===== config.mk =====
export PLATFORM = sky130hd
export DESIGN_NAME = imem_loader
export DESIGN_NICKNAME = d
export VERILOG_FILES = /design/src/rtl/imem_loader.sv
export SDC_FILE = /design/constraint.sdc
export NUM_CORES = 1
export LEC_CHECK = 0
export ABC_AREA = 1
export BUFFER_PORTS_ARGS = -buffer_cell sky130_fd_sc_hd__clkbuf_2
export CELL_PAD_IN_SITES_DETAIL_PLACEMENT = 1
export CELL_PAD_IN_SITES_GLOBAL_PLACEMENT = 1
export CORE_MARGIN = 2
export CORE_UTILIZATION = 35
export CTS_BUF_LIST = sky130_fd_sc_hd__clkbuf_8
export CTS_CLUSTER_SIZE = 30
export DETAILED_ROUTE_END_ITERATION = 8
export PLACE_DENSITY = 0.87
export SLEW_MARGIN = 20
export SYNTH_ARGS = -nofsm -noshare
export SYNTH_HDL_FRONTEND = slang
export SYNTH_SLANG_ARGS = --single-unit

===== constraint.sdc =====
create_clock -name clk -period 1.7 [get_ports clk]
set_clock_uncertainty 0.1 [all_clocks]
set_input_delay 0.255 -clock clk [delete_from_list [all_inputs] [get_ports clk]]
set_output_delay 0.255 -clock clk [all_outputs]
set_load 0.02 [all_outputs]

===== src/rtl/imem_loader.sv =====
// Instruction-memory loader: streams bytes into little-endian 32-bit words.
// Optional trailing XOR checksum byte when IMEM_LOADER_CHECKSUM_EN is defined.
module imem_loader #(
    parameter int DEPTH = 13
) (
    input  logic        clk,
    input  logic        reset_n,
    input  logic        start,
    input  logic [7:0]  num_words,
    input  logic [7:0]  byte_in,
    input  logic        byte_valid,
    output logic        byte_ready,
    output logic        mem_we,
    output logic [63:0] mem_addr,
    output logic [31:0] mem_wdata,
    output logic        busy,
    output logic        done,
    output logic        error,
    output logic        cpu_hold
);

`ifdef IMEM_LOADER_CHECKSUM_EN
    typedef enum logic [2:0] {
        S_IDLE, S_LOAD, S_WRITE, S_CHECK, S_DONE
    } state_t;
`else
    typedef enum logic [2:0] {
        S_IDLE, S_LOAD, S_WRITE, S_DONE
    } state_t;
`endif

    localparam logic [8:0] DEPTH_W = 9'(DEPTH);

    state_t      state_q, state_d;
    logic [7:0]  nwords_q, nwords_d;
    logic [7:0]  widx_q, widx_d;
    logic [1:0]  bcnt_q, bcnt_d;
    logic [31:0] acc_q, acc_d;
    logic        error_q, error_d;
    logic        byte_ready_q, byte_ready_d;
    logic        mem_we_q, mem_we_d;
    logic [63:0] mem_addr_q, mem_addr_d;
    logic [31:0] mem_wdata_q, mem_wdata_d;
    logic        busy_q, busy_d;
    logic        done_q, done_d;
    logic        cpu_hold_q, cpu_hold_d;
`ifdef IMEM_LOADER_CHECKSUM_EN
    logic [7:0]  csum_q, csum_d;
`endif

    logic start_ok;
    logic xfer;
    logic last_word;

    assign start_ok  = (num_words != 8'd0) && ({1'b0, num_words} <= DEPTH_W);
    assign xfer      = byte_valid && byte_ready_q;
    assign last_word = (widx_q + 8'd1) == nwords_q;

    always_comb begin
        state_d  = state_q;
        nwords_d = nwords_q;
        widx_d   = widx_q;
        bcnt_d   = bcnt_q;
        acc_d    = acc_q;
        error_d  = error_q;
`ifdef IMEM_LOADER_CHECKSUM_EN
        csum_d   = csum_q;
`endif
        unique case (state_q)
            S_IDLE, S_DONE: begin
                if (start) begin
                    if (start_ok) begin
                        nwords_d = num_words;
                        widx_d   = 8'd0;
                        bcnt_d   = 2'd0;
                        acc_d    = 32'd0;
                        error_d  = 1'b0;
`ifdef IMEM_LOADER_CHECKSUM_EN
                        csum_d   = 8'd0;
`endif
                        state_d  = S_LOAD;
                    end else begin
                        error_d = 1'b1;
                        state_d = S_IDLE;
                    end
                end
            end
            S_LOAD: begin
                if (xfer) begin
                    // Shift in at the top so the first byte lands in 7:0.
                    acc_d  = {byte_in, acc_q[31:8]};
                    bcnt_d = bcnt_q + 2'd1;
`ifdef IMEM_LOADER_CHECKSUM_EN
                    csum_d = csum_q ^ byte_in;
`endif
                    if (bcnt_q == 2'd3) state_d = S_WRITE;
                end
            end
            S_WRITE: begin
                widx_d = widx_q + 8'd1;
                if (!last_word) begin
                    state_d = S_LOAD;
                end else begin
`ifdef IMEM_LOADER_CHECKSUM_EN
                    state_d = S_CHECK;
`else
                    state_d = S_DONE;
`endif
                end
            end
`ifdef IMEM_LOADER_CHECKSUM_EN
            S_CHECK: begin
                if (xfer) begin
                    if (byte_in == csum_q) begin
                        state_d = S_DONE;
                    end else begin
                        error_d = 1'b1;
                        state_d = S_IDLE;
                    end
                end
            end
`endif
            default: state_d = S_IDLE;
        endcase

        // Outputs are registered from the next state so they align with it.
        byte_ready_d = (state_d == S_LOAD);
`ifdef IMEM_LOADER_CHECKSUM_EN
        byte_ready_d = byte_ready_d || (state_d == S_CHECK);
`endif
        mem_we_d    = (state_d == S_WRITE);
        mem_wdata_d = mem_wdata_q;
        mem_addr_d  = mem_addr_q;
        if (state_d == S_WRITE) begin
            mem_wdata_d = acc_d;
            mem_addr_d  = {54'd0, widx_q, 2'b00};
        end
        busy_d     = (state_d != S_IDLE) && (state_d != S_DONE);
        done_d     = (state_d == S_DONE);
        cpu_hold_d = !done_d;
    end

    always_ff @(posedge clk) begin
        if (!reset_n) begin
            state_q      <= S_IDLE;
            nwords_q     <= 8'd0;
            widx_q       <= 8'd0;
            bcnt_q       <= 2'd0;
            acc_q        <= 32'd0;
            error_q      <= 1'b0;
            byte_ready_q <= 1'b0;
            mem_we_q     <= 1'b0;
            mem_addr_q   <= 64'd0;
            mem_wdata_q  <= 32'd0;
            busy_q       <= 1'b0;
            done_q       <= 1'b0;
            cpu_hold_q   <= 1'b1;
`ifdef IMEM_LOADER_CHECKSUM_EN
            csum_q       <= 8'd0;
`endif
        end else begin
            state_q      <= state_d;
            nwords_q     <= nwords_d;
            widx_q       <= widx_d;
            bcnt_q       <= bcnt_d;
            acc_q        <= acc_d;
            error_q      <= error_d;
            byte_ready_q <= byte_ready_d;
            mem_we_q     <= mem_we_d;
            mem_addr_q   <= mem_addr_d;
            mem_wdata_q  <= mem_wdata_d;
            busy_q       <= busy_d;
            done_q       <= done_d;
            cpu_hold_q   <= cpu_hold_d;
`ifdef IMEM_LOADER_CHECKSUM_EN
            csum_q       <= csum_d;
`endif
        end
    end

    assign byte_ready = byte_ready_q;
    assign mem_we     = mem_we_q;
    assign mem_addr   = mem_addr_q;
    assign mem_wdata  = mem_wdata_q;
    assign busy       = busy_q;
    assign done       = done_q;
    assign error      = error_q;
    assign cpu_hold   = cpu_hold_q;

endmodule

== Word level (Yosys, flattened, before mapping) ==
Index checks and enable logic that the tools add are counted.
Word-level totals
  output and inout port bits: 102
  input port bits: 20
  bits in registers: 99
Cells by class
  magnitude comparators: 1
  eq/ne operators: 12
  reductions and logical operators: 14
  add/sub/neg operators: 2
  multiplexer cells: 18
Operators by type and width (count)
  $mux W32: 3
  $pmux W32 S2: 1
  $mux W8: 2
  $pmux W8 S2: 1
  $eq A3 B2 Y1 const B: 4
  $mux W3: 3
  $pmux W3 S3: 1
  $add A8 B1 Y8 const B: 1
  $eq A8 B8 Y1: 1
  $le A8 B4 Y1 const B: 1
  $mux W2: 4
  $reduce_bool A8 Y1: 1
  $eq A3 B1 Y1 const B: 2
  $ne A2 B2 Y1 const B: 3
  $reduce_and A3 Y1: 2
  $pmux W2 S2: 1
  $reduce_and A4 Y1: 1
  $reduce_bool A2 Y1: 2
  $logic_and A1 B1 Y1: 3
  $logic_not A3 Y1: 1
  $ne A3 B2 Y1 const B: 1
  $reduce_bool A3 Y1: 1
  $add A2 B1 Y2 const B: 1
  $eq A2 B2 Y1 const B: 1
  4 further kinds: 5

== Logic depth before layout (Yosys ltp) ==
Gate-level depths: netlist (run 1).
  word-level depth: 7
  depth in mapped cells: 14
  depth with buffers taken out: 14

== Worst setup path before layout (run 1) ==
OpenSTA, ideal clock, no wires.
  path type: register to register
  start: register widx_q[0]
  end: register cpu_hold_q, in the netlist cpu_hold
  required time: 1.488 ns
  setup time: 0.112 ns
  setup slack: 0.061 ns
  cell stages (with the launch flop): 13
  buffers on the path: 0
  period minus slack after synthesis: 1.639 ns
  arrival: 1.427 ns
  path through: dfxtp_1 ha_1 nand2_1 nor2_1 nand2_1 nand3_1 nand3_1 nor2_1 nand3_1 nand2_1 nand2_1 nor2_2 inv_1
Between the ends
  longest elaborated chain between the ends: 6
RTL lines
  start: declaration: RTL line 36  | logic [7:0] widx_q, widx_d;
  start signal: assignment: RTL line 164  | widx_q <= widx_d;
  $add A8 B1 Y8: RTL line 57  | assign last_word = (widx_q + 8'd1) == nwords_q;
  $eq A8 B8 Y1: RTL line 57
  $mux W2: RTL line 101  | if (!last_word) begin
  $pmux W3 S3: RTL line 69  | unique case (state_q)
  $eq A3 B2 Y1: RTL line 139  | done_d = (state_d == S_DONE);
  $logic_not A1 Y1: RTL line 140  | cpu_hold_d = !done_d;
  end signal: assignment: RTL line 174  | cpu_hold_q <= cpu_hold_d;
  end: declaration: RTL line 46  | logic cpu_hold_q, cpu_hold_d;
No other way between the ends.
A chain may end at the register's enable or synchronous reset.

== Worst setup path in the final report (run 1) ==
  start: register widx_q[1]
  end: register cpu_hold_q, in the netlist cpu_hold
Same word-level chain as after synthesis.

==> parameters.txt, run 1 <==
Parameter                              Value

Critical path
  Crit path arrival time ... around 2 ns
  Category of the most critical setup path ... flip-flop to flip-flop
  Crit end category ... flip-flop
  Required @ worst endpoint ... between 1.5 and 2 ns
  Critical path cell sequence ... buf_6 -> nand2_4 -> nor2_4 -> nand4_1 -> nand2_1 -> nand2_1 -> nand2_2 -> nand3_4 -> nand2_4 -> nand2_4 -> nor2_4 -> inv_1
  CP most frequent cell ... sky130_fd_sc_hd__nand2_4
  Crit-path max cell delay ... between 0.3 and 0.4 ns
  Startpoint Class ... flip-flop
  Cell type group with the largest total delay on the critical path ... simple AND/OR/NAND/NOR gates
  Critical Path Slowest Stage Cell ... sky130_fd_sc_hd__dfxtp_4
  Max FO, Critical Path ... 6
  Count of buffer and inverter cells on the critical path ... 2

Routing
  Count of nets left with antenna violations after detail routing ... 0
  DRC violation total after the first TritonRoute iteration ... about 360
  Wirelength per Cell ... 18.0 um
  Routed wire length ... 16900 um
  Drt drc ... 0
  Via count ... 4840
  Iteration count of the initial detailed-routing pass ... 6
  Drt via density ... a little over 5

Die
  Placement Rows ... 42
  Starting Density ... between 30% and 40%
  Overall die width ... ~120 um
  Standard cell core area ... ~13000 um2
  Number of primary I/O pins ... between 100 and 150
  Die height ... 121 um
  Floorplan die area ... about 15000 um2

Timing
  Unrepaired setup endpoints after global routing ... true
  Fin. Hold Viols ... 0
  Hold Slack ... ~0.089 ns
  Maximum operating frequency ... around 0.55 GHz
  Final Setup Violations ... 11
  Min Clock Period, post-route ... between 1.5 and 2 ns
  Final worst-path cycle share ... 107%
  Final critical-path setup slack ... -0.120 ns
  Number of pins with negative max-slew slack in the final report ... 0

Finish
  Fill cell total of the finished layout ... roughly 1700
  Layout Nets ... about 780
  Final core utilization ... about 45%
  Share of final-layout standard cells stronger than drive strength 1 ... about a quarter
  Count of antenna diodes in the layout ... 0
  Register area ... between 1500 and 2000 um2
  Relative area change from synthesis to final layout ... 25.2%
  Area used by multi-input combinational logic ... about 2400 um2

Clocking
  Root buf cell ... sky130_fd_sc_hd__clkbuf_8
  Maximum buffer depth of the clock tree ... 2
  Clock latency reported for the late side of the worst-skew pair ... 0.38 ns
  H-tree depth reported by CTS ... 3
  TritonCTS clock tree ... built
  Clock transition at path regs ... 0.11 ns
  Clock sink count ... 99
  Number of buffers inserted during clock tree synthesis ... 9

Placed design
  HPWL after detailed placement ... roughly 9400 um
  RePlAce Congestion ... between 0.8 and 0.9
  Quantity of I/O buffers inserted on ports ... 65

Min path
  Path type of the worst min-delay path ... input port to flip-flop

Synth
  Mapped Cells ... about 660
  Post-synthesis sequential area ratio ... 41.5%
  Number of library cell types mapped by synthesis ... 30
  Combined area of all synthesized cells ... between 4000 and 5000 um2
  Total number of yosys warnings ... 0
  Yosys reg bits ... a little under 100
  Syn_area_per_cell ... between 7 and 8 um2

Run status
  Violations in the final reports ... negative setup slack
  Outcome ... complete, but fails checks

Global routing
  Global routing usage summed across all routing layers ... between 10% and 20%
  Maximum number of pins on one net before global-route repair ... 49
  Overflow left after global routing ... 0
  Number of antenna violations at the first check in global routing ... 0
  Vias in the first global route ... ~4600
  Global-route wire length before repair ... approximately 23000 um

Pwr
  Power density relative to cell area ... slightly below 700 nW/um2
  Pleak ... approximately 2.4 nW
  Post-route total power ... about 4.1 mW
  IR drop worst, VDD ... 0.332 mV

Flow run
  Reported max-cap violation count ... 0
power by group:
group	internal [mW]	switching, mW	total, mW
logic	0.0695	0.239	0.308
clock network	0.561	0.868	1.43
registers	2.32	0.00474	2.32
total	2.95	1.11	4.06
flip-flops by register name, summed over array words and instances, names as in the netlist, 2 cells and up:
signal and cells:
nwords_q 8, widx_q 8, mem_wdata 32, state_q 3, mem_addr 8, bcnt_q 2
acc_q 32
kinds of logic (layout without fill, tap and decap cells):
group,Yosys count,in the layout,share of synthesized area [%]
AND/OR/NAND/NOR,226,226,20.0
other,1,57,0.0785
adder cells (fa/ha/maj),2,2,0.524
AO/OA/AOI/OAI,165,165,19.6
flip-flops,99,99,41.5
XOR/XNOR,1,1,0.183
buffers and inverters,168,210,18.2
path summary, 6_finish.rpt:
path | cells past startpoint | slack [ns] | startpoint | endpoint
max | 12 | -0.12 | widx_q[1] | cpu_hold
max reg2reg | 12 | -0.12 | widx_q[1] | cpu_hold
min | 3 | 0.09 | start | error
min reg2reg | 2 | 0.42 | mem_addr[3] | mem_addr[3]
cell type report:
type / instances / share of cell area [%]
well taps: 176 / 3.68
repair buffers: 116 / 15.0
flip-flops and latches: 99 / 33.3
clock buffers: 10 / 2.30
clock inverters: 6 / 0.564
multi-input cells: 451 / 40.0
inverters: 78 / 5.14
what timing repair did:
action | CTS | global route
hold buffers | 0 | 0
setup buffers | 6 | 2
cloned | 1 | 3
endpoints found under the setup margin | 27 | 65
gates resized for setup | 30 | 60
pin swaps | 15 | 33
worst register-to-register path, delay by kind of cell, from the launching register on:
kind	cells	cell delay, ns
AND/OR/NAND/NOR	10	1.05
buffers and inverters	2	0.16
flip-flops	1	0.39
per-stage QoR:
stage / instance area (um2) / worst slack (ns) / cells / TNS [ns]
floorplan: 4990 / 0.0611 / 718 / 0
global placement: 5340 / -0.0272 / 908 / -0.0298
detailed placement: 5340 / -0.176 / 908 / -0.581
CTS: 5680 / -0.0783 / 931 / -0.128
global route: 5980 / -0.261 / 936 / -3.21
finish: 5980 / -0.120 / 936 / -0.644
placed cells by master (no fill, tap or decap), drive strengths merged:
cell / count
a211oi: 4
a21oi: 53
a32oi: 18
buf: 48
clkbuf: 78
clkinv: 5
clkinvlp: 1
conb: 57
dfxtp: 99
ha: 2
inv: 78
nand2: 109
nand3: 41
nand4: 2
nor2: 72
nor3: 2
o21a: 10
o21ai: 77
o22ai: 3
xnor2: 1
cells in the mapped netlist, drive strengths merged:
cell,number,area share (%)
xnor2,1,0.18
clkbuf,20,1.6
nand3,41,4.6
o21a,10,1.6
inv,76,6.0
nor2,72,6.1
nor3,2,0.45
dfxtp,99,41
conb,1,0.078
ha,2,0.52
a211oi,4,0.63
o21ai,77,8.1
clkinv,2,0.16
nand2,109,8.6
a21oi,53,5.6
a32oi,18,3.3
nand4,2,0.26
o22ai,3,0.39
buf,70,10
metal layers:
| layer | wire, um | vias up | global-route usage (%) |
|---|---|---|---|
| li1 | - | 2226 | - |
| met1 | 7040 | 2362 | 24.4 |
| met2 | 8270 | 203 | 34.0 |
| met3 | 1050 | 49 | 3.58 |
| met4 | 515 | 0 | 5.31 |
| met5 | 0 | - | 0 |
Note: power is estimated with default switching activity, not from simulation.
==> run 2, diff against run 1 <==
--- a/config.mk
+++ b/config.mk
@@ -11,7 +11,7 @@
 export CELL_PAD_IN_SITES_GLOBAL_PLACEMENT = 1
 export CORE_MARGIN = 2
 export CORE_UTILIZATION = 35
-export CTS_BUF_LIST = sky130_fd_sc_hd__clkbuf_8
+export CTS_BUF_LIST = sky130_fd_sc_hd__clkbuf_4
 export CTS_CLUSTER_SIZE = 30
 export DETAILED_ROUTE_END_ITERATION = 8
 export PLACE_DENSITY = 0.87
==> run 2 against run 1 <==
  * The flow still finishes with violations (negative setup slack)
  * Die area is the same
  * Maximum frequency fell by 6.5%
  * Core utilization down 0.34 points
  * Global-route usage is 0.79 points higher
  * Power down 6.0%
  * Count of clock-buffer cells in the layout grew 1
  * Sequential share of layout area grew 0.25 points
  * Flip-flop and latch count is the same
  * Non-clock buffer count increased by 7
==> parameters.txt, run 2 (synthesis gave the netlist of run 1 again) <==
Parameter                              Value

Run status
  Outcome ... complete, but fails checks
  Violations in the final reports ... negative setup slack

Finish
  Fill cell total of the finished layout ... 1666
  Design Area, Final ... 5940 um2
  Relative area change from synthesis to final layout ... 24.3%
  Layout Nets ... 784
  Count of antenna diodes in the layout ... 0
  Share of final-layout standard cells stronger than drive strength 1 ... 25.2%
  Most frequent cells in the layout ... 92 x sky130_fd_sc_hd__nand2_1, 92 x sky130_fd_sc_hd__dfxtp_1, 73 x sky130_fd_sc_hd__inv_1
  Final core utilization ... between 40% and 50%

Timing
  Worst slew pin tran ... 0.498 ns
  Number of pins with negative max-slew slack in the final report ... 0
  Fin. Hold Viols ... 0
  Final worst-path cycle share ... 114%
  Unrepaired setup endpoints after global routing ... true
  Maximum operating frequency ... approximately 0.5 GHz
  Worst slew margin relative to its limit ... 66.7%
  Hold Slack ... about 0.0086 ns
  Final critical-path setup slack ... -0.246 ns
  Min Clock Period, post-route ... approximately 2 ns
  Final Setup Violations ... 36

Die
  Standard cell core area ... 13300 um2
  Number of primary I/O pins ... around 120
  Placement Rows ... 42
  Overall die width ... around 120 um
  Floorplan die area ... 14600 um2
  Starting Density ... a little over a third
  Die height ... 121 um

Routing
  Wirelength per Cell ... between 15 and 20 um
  Routed wire length ... approximately 17000 um
  Drt drc ... 0
  Count of nets left with antenna violations after detail routing ... 0
  Via count ... between 4000 and 5000
  Drt via density ... ~5.2
  DRC violation total after the first TritonRoute iteration ... 330
  Iteration count of the initial detailed-routing pass ... 5

Global routing
  Global-route wire length before repair ... about 24000 um
  Number of antenna violations at the first check in global routing ... 0
  Maximum number of pins on one net before global-route repair ... a little under 50
  Vias in the first global route ... 4687
  Overflow left after global routing ... 0
  Global routing usage summed across all routing layers ... between 20% and 30%

Pwr
  Switching fraction of total power ... between 20% and 30%
  Power density relative to cell area ... between 600 and 700 nW/um2
  Pleak ... ~2.4 nW
  IR drop worst, VDD ... 0.259 mV
  Post-route total power ... 3.82 mW
  Internal Dissipation ... 2.73 mW
  Proportion of power drawn by the clock network ... a little under a third
  Logic gate share of total power ... under 10%
  Reg power frac ... 61.0%
  Net switching power figure ... around 1.1 mW

Clocking
  Root buf cell ... sky130_fd_sc_hd__clkbuf_4
  Clock sink count ... 99
  TritonCTS clock tree ... built
  H-tree depth reported by CTS ... 3
  Clock transition at path regs ... 0.16 ns
  Number of buffers inserted during clock tree synthesis ... 9
  Maximum buffer depth of the clock tree ... 2
  Clock latency reported for the late side of the worst-skew pair ... around 0.48 ns

Min path
  Path type of the worst min-delay path ... input port to flip-flop
  Capture endpoint of the worst hold path ... acc_q[27]
  Number of cells on the worst hold path ... 5
  Start point of the worst min-delay path ... byte_in[3]

Placed design
  Quantity of I/O buffers inserted on ports ... between 60 and 70
  Post-Place Worst Slack ... -0.176 ns
  Cell area after placement ... approximately 5300 um2
  RePlAce Congestion ... around 0.82
  HPWL after detailed placement ... approximately 9400 um

Critical path
  Category of the most critical setup path ... flip-flop to flip-flop
  Worst r2r path cells ... 13
  Crit end category ... flip-flop
  Crit path arrival time ... 2.27 ns
  Required @ worst endpoint ... 2.03 ns
  Startpoint Class ... flip-flop
  Worst flop-to-flop path startpoint ... widx_q[1]
  Max FO, Critical Path ... 6
  R2r endpoint ... byte_ready
  FF-to-FF setup slack ... -0.25 ns

Flow run
  Reported max-cap violation count ... 0
==> run 2: power groups by stage <==
stage / logic, mW / registers [mW] / clock network (mW)
finish: 0.324 / 2.33 / 1.17
global route: 0.344 / 2.33 / 1.27
CTS: 0.300 / 2.33 / 1.15
detailed placement: 0.288 / 2.38 / 0
global placement: 0.285 / 2.38 / 0
floorplan: 0.288 / 2.38 / 0
==> run 2: how the worst max path moves through the flow <==
stage | from | endpoint | depth (start not counted)
floorplan | widx_q[0] | cpu_hold | 12
global placement | widx_q[0] | cpu_hold | 12
detailed placement | widx_q[0] | cpu_hold | 12
CTS | widx_q[1] | cpu_hold | 12
global route | widx_q[1] | cpu_hold | 11
finish | widx_q[1] | byte_ready | 13
==> run 2: cell type report <==
| cell class | count | area, um2 | share of cell area (%) |
|---|---|---|---|
| multi-input cells | 451 | 2330 | 39.2 |
| clock buffers | 11 | 82.6 | 1.39 |
| inverters | 78 | 308 | 5.18 |
| flip-flops and latches | 99 | 2000 | 33.6 |
| clock inverters | 5 | 30.0 | 0.506 |
| repair buffers | 123 | 975 | 16.4 |
| well taps | 176 | 220 | 3.71 |
==> run 2: layer usage <==
| layer | vias up | global-route usage, % | wire length, um |
|---|---|---|---|
| li1 | 2238 | - | - |
| met1 | 2381 | 25.1 | 7120 |
| met2 | 237 | 34.4 | 8350 |
| met3 | 71 | 3.73 | 1030 |
| met4 | 0 | 8.07 | 747 |
| met5 | - | 0 | 0 |
==> run 2: worst max-delay path: stages, from the launching register on <==
cell	delay (ns)
sky130_fd_sc_hd__dfxtp_4	0.41
sky130_fd_sc_hd__buf_6	0.11
sky130_fd_sc_hd__nand2_4	0.05
sky130_fd_sc_hd__nor2_4	0.18
sky130_fd_sc_hd__nand2_1	0.13
sky130_fd_sc_hd__nand2_1	0.13
sky130_fd_sc_hd__nand3_2	0.10
sky130_fd_sc_hd__nand2_2	0.09
sky130_fd_sc_hd__nor2_2	0.05
sky130_fd_sc_hd__nand3_2	0.11
sky130_fd_sc_hd__nand2_2	0.09
sky130_fd_sc_hd__buf_4	0.14
sky130_fd_sc_hd__buf_4	0.11
sky130_fd_sc_hd__nor2_1	0.08
==> run 2: what timing repair did <==
| action | 4_1_cts | 5_1_grt |
|---|---|---|
| endpoints found under the hold margin | 5 | 0 |
| hold buffers | 5 | 0 |
| pin swaps | 15 | 16 |
| endpoints found under the setup margin | 30 | 73 |
| buffers inserted | 7 | 3 |
| cloned | 0 | 4 |
| resized for setup | 25 | 57 |
==> run 2: through the flow <==
step / std cells / TNS (ns)
after floorplan: 718 / 0
after global placement: 908 / -0.0298
after detailed placement: 908 / -0.581
after CTS: 936 / -0.176
after global routing: 943 / -7.24
final: 943 / -2.30
==> run 3, diff against run 2 <==
--- a/config.mk
+++ b/config.mk
@@ -6,7 +6,7 @@
 export NUM_CORES = 1
 export LEC_CHECK = 0
 export ABC_AREA = 1
-export BUFFER_PORTS_ARGS = -buffer_cell sky130_fd_sc_hd__clkbuf_2
+export BUFFER_PORTS_ARGS = -buffer_cell sky130_fd_sc_hd__buf_4
 export CELL_PAD_IN_SITES_DETAIL_PLACEMENT = 1
 export CELL_PAD_IN_SITES_GLOBAL_PLACEMENT = 1
 export CORE_MARGIN = 2
@@ -14,6 +14,7 @@
 export CTS_BUF_LIST = sky130_fd_sc_hd__clkbuf_4
 export CTS_CLUSTER_SIZE = 30
 export DETAILED_ROUTE_END_ITERATION = 8
+export GPL_ROUTABILITY_DRIVEN = 0
 export PLACE_DENSITY = 0.87
 export SLEW_MARGIN = 20
 export SYNTH_ARGS = -nofsm -noshare
==> run 3 against run 2 <==
  * The run still ends with negative setup slack left
  * Count of clock-buffer cells in the layout did not move
  * Power fell by 0.13%
  * Hold slack improved by 0.019 ns
  * Register-to-register slack got worse by 0.07 ns
  * Sequential power barely moved
  * Critical path type unchanged
==> parameters.txt, run 3 (synthesis gave the netlist of run 1 again) <==
Parameter                              Value

Clocking
  TritonCTS clock tree ... built
  H-tree depth reported by CTS ... 3
  Clock transition at path regs ... ~0.16 ns
  Clock sink count ... slightly below 100
  Maximum buffer depth of the clock tree ... 2
  Clock latency reported for the late side of the worst-skew pair ... between 0.4 and 0.5 ns
  Number of buffers inserted during clock tree synthesis ... 9
  Root buf cell ... sky130_fd_sc_hd__clkbuf_4

Finish
  Commonest non-fill, non-tap cell in the layout ... sky130_fd_sc_hd__buf_4
  Relative area change from synthesis to final layout ... 28.4%
  Most frequent cells in the layout ... 103 x sky130_fd_sc_hd__buf_4, 93 x sky130_fd_sc_hd__dfxtp_1, 82 x sky130_fd_sc_hd__nand2_1
  Share of final-layout standard cells stronger than drive strength 1 ... between 20 and 30%
  Layout Nets ... approximately 800
  Non-filler instance count after layout ... between 900 and 1000

Critical path
  Worst flop-to-flop path startpoint ... widx_q[1]
  Category of the most critical setup path ... flip-flop to flip-flop
  Critical Path Slowest Stage Cell ... sky130_fd_sc_hd__dfxtp_2
  Required @ worst endpoint ... between 1.5 and 2 ns
  Critical path cell sequence ... ha_4 -> nand2_2 -> nor2_1 -> nand2_1 -> nand2_1 -> nand3_2 -> nand2_2 -> nor2_4 -> nand3_4 -> buf_6 -> nand3_2 -> nand2_1 -> nor2_1
  CP most frequent cell ... sky130_fd_sc_hd__nand2_1
  Crit end category ... flip-flop
  Max FO, Critical Path ... 3
  Crit-path max cell delay ... between 0.4 and 0.5 ns
  Crit path arrival time ... between 2 and 2.5 ns
  Worst setup startpoint ... widx_q[1]
  Startpoint Class ... flip-flop

Die
  Die height ... between 100 and 150 um
  Starting Density ... 35.9%
  Placement Rows ... 42
  Overall die width ... between 100 and 150 um
  Number of primary I/O pins ... about 120
  Floorplan die area ... about 15000 um2
  Standard cell core area ... 13300 um2

Timing
  Min Clock Period, post-route ... 2.01 ns
  Hold Slack ... around 0.027 ns
  Number of pins with negative max-slew slack in the final report ... 0
  Setup tns final ... -2.88 ns
  Final worst-path cycle share ... 118%
  Unrepaired setup endpoints after global routing ... true
  Maximum operating frequency ... just under 0.5 GHz
  Fin. Hold Viols ... 0
  Final critical-path setup slack ... -0.312 ns
  Final Setup Violations ... 53

Global routing
  Global-route wire length before repair ... around 23000 um
  Global routing usage summed across all routing layers ... 19.5%
  Maximum number of pins on one net before global-route repair ... 36
  Number of antenna violations at the first check in global routing ... 1
  Vias in the first global route ... between 4000 and 5000
  Overflow left after global routing ... 0

Pwr
  Logic gate share of total power ... about 8.5%
  Proportion of power drawn by the clock network ... 30.4%
  Pleak ... 2.44 nW
  Power density relative to cell area ... between 600 and 700 nW/um2
  Net switching power figure ... roughly 1.1 mW
  IR drop worst, VDD ... about 0.37 mV
  Internal Dissipation ... 2.74 mW
  Switching fraction of total power ... between 20 and 30%
  Reg power frac ... between 60% and 70%

Placed design
  HPWL after detailed placement ... 10000 um
  Quantity of I/O buffers inserted on ports ... 65
  Post-Place Worst Slack ... -0.145 ns
  DP Cell Count ... between 900 and 1000

Run status
  Violations in the final reports ... negative setup slack
  Outcome ... complete, but fails checks

Routing
  Drt via density ... 5.16
  DRC violation total after the first TritonRoute iteration ... 283
  Count of nets left with antenna violations after detail routing ... 0
  Wirelength per Cell ... between 15 and 20 um
  Iteration count of the initial detailed-routing pass ... 5
  Drt drc ... 0
  Via count ... about 5000
  Routed wire length ... about 17000 um

Flow run
  Reported max-cap violation count ... 0

Min path
  Start point of the worst min-delay path ... byte_in[3]
  Path type of the worst min-delay path ... input port to flip-flop
==> run 3: cell types whose count changed in the layout (fill, tap and decap cells not counted), moves of 4 or more <==
cell / change
sky130_fd_sc_hd__o21ai_0: +4
sky130_fd_sc_hd__clkbuf_2: -65
sky130_fd_sc_hd__buf_4: +68
sky130_fd_sc_hd__a21oi_1: -10
sky130_fd_sc_hd__nand2_2: +10
sky130_fd_sc_hd__nand2_1: -10
sky130_fd_sc_hd__buf_6: +4
sky130_fd_sc_hd__a21oi_2: +10
==> run 3: power by group through the flow <==
stage | combinational [mW] | clock (mW) | sequential [mW]
floorplan | 0.288 | 0 | 2.38
global placement | 0.293 | 0 | 2.38
detailed placement | 0.297 | 0 | 2.38
CTS | 0.304 | 1.16 | 2.33
global route | 0.344 | 1.29 | 2.33
finish | 0.323 | 1.16 | 2.33
==> run 3: worst paths after layout <==
kind                  to  slack (ns)  cells after the start
min reg2reg  nwords_q[4]        0.43                      2
min            acc_q[27]        0.03                      5
max                 busy       -0.31                     13
max reg2reg         busy       -0.31                     13
==> run 3: routing by layer <==
metal / up-vias / part of all wire, % / GRT usage (%)
li1: 2243 / - / -
met1: 2336 / 42 / 24.6
met2: 238 / 48 / 33.1
met3: 52 / 6.7 / 3.92
met4: 0 / 3.2 / 6.32
met5: - / 0 / 0
==> run 3: critical path, delay by kind of cell, from the launching register on <==
family / cells / cell delay [ns]
adders and majority gates: 1 / 0.18
buffers and inverters: 1 / 0.11
and+or+nand+nor: 11 / 1.09
DFF: 1 / 0.41
==> run 3: final cells by class <==
cell class	count	area, um2
inverter	78	308
multi-input combinational	451	2430
sequential	99	1990
tap	176	220
clock inverter	5	30.0
antenna	1	2.50
clock buffer	11	82.6
timing repair buffer	123	1060
fill	1657	7160
==> run 3: what timing repair did <==
| item | CTS | global route |
|---|---|---|
| cloned | 0 | 2 |
| gates resized for setup | 21 | 85 |
| setup buffers | 2 | 4 |
| pin swaps | 8 | 47 |
| setup endpoints to repair | 30 | 72 |
| hold buffers | 3 | 0 |
| endpoints found under the hold margin | 3 | 0 |
==> run 3: per-stage QoR <==
step / total power, mW / util [%] / instance area [um2]
2_1_floorplan: 2.67 / - / 4990
3_3_place_gp: 2.67 / 41.7 / 5540
3_5_place_dp: 2.68 / 41.7 / 5540
4_1_cts: 3.79 / 43.4 / 5770
5_1_grt: 3.97 / 46.1 / 6130
6_report: 3.81 / 46.1 / 6130
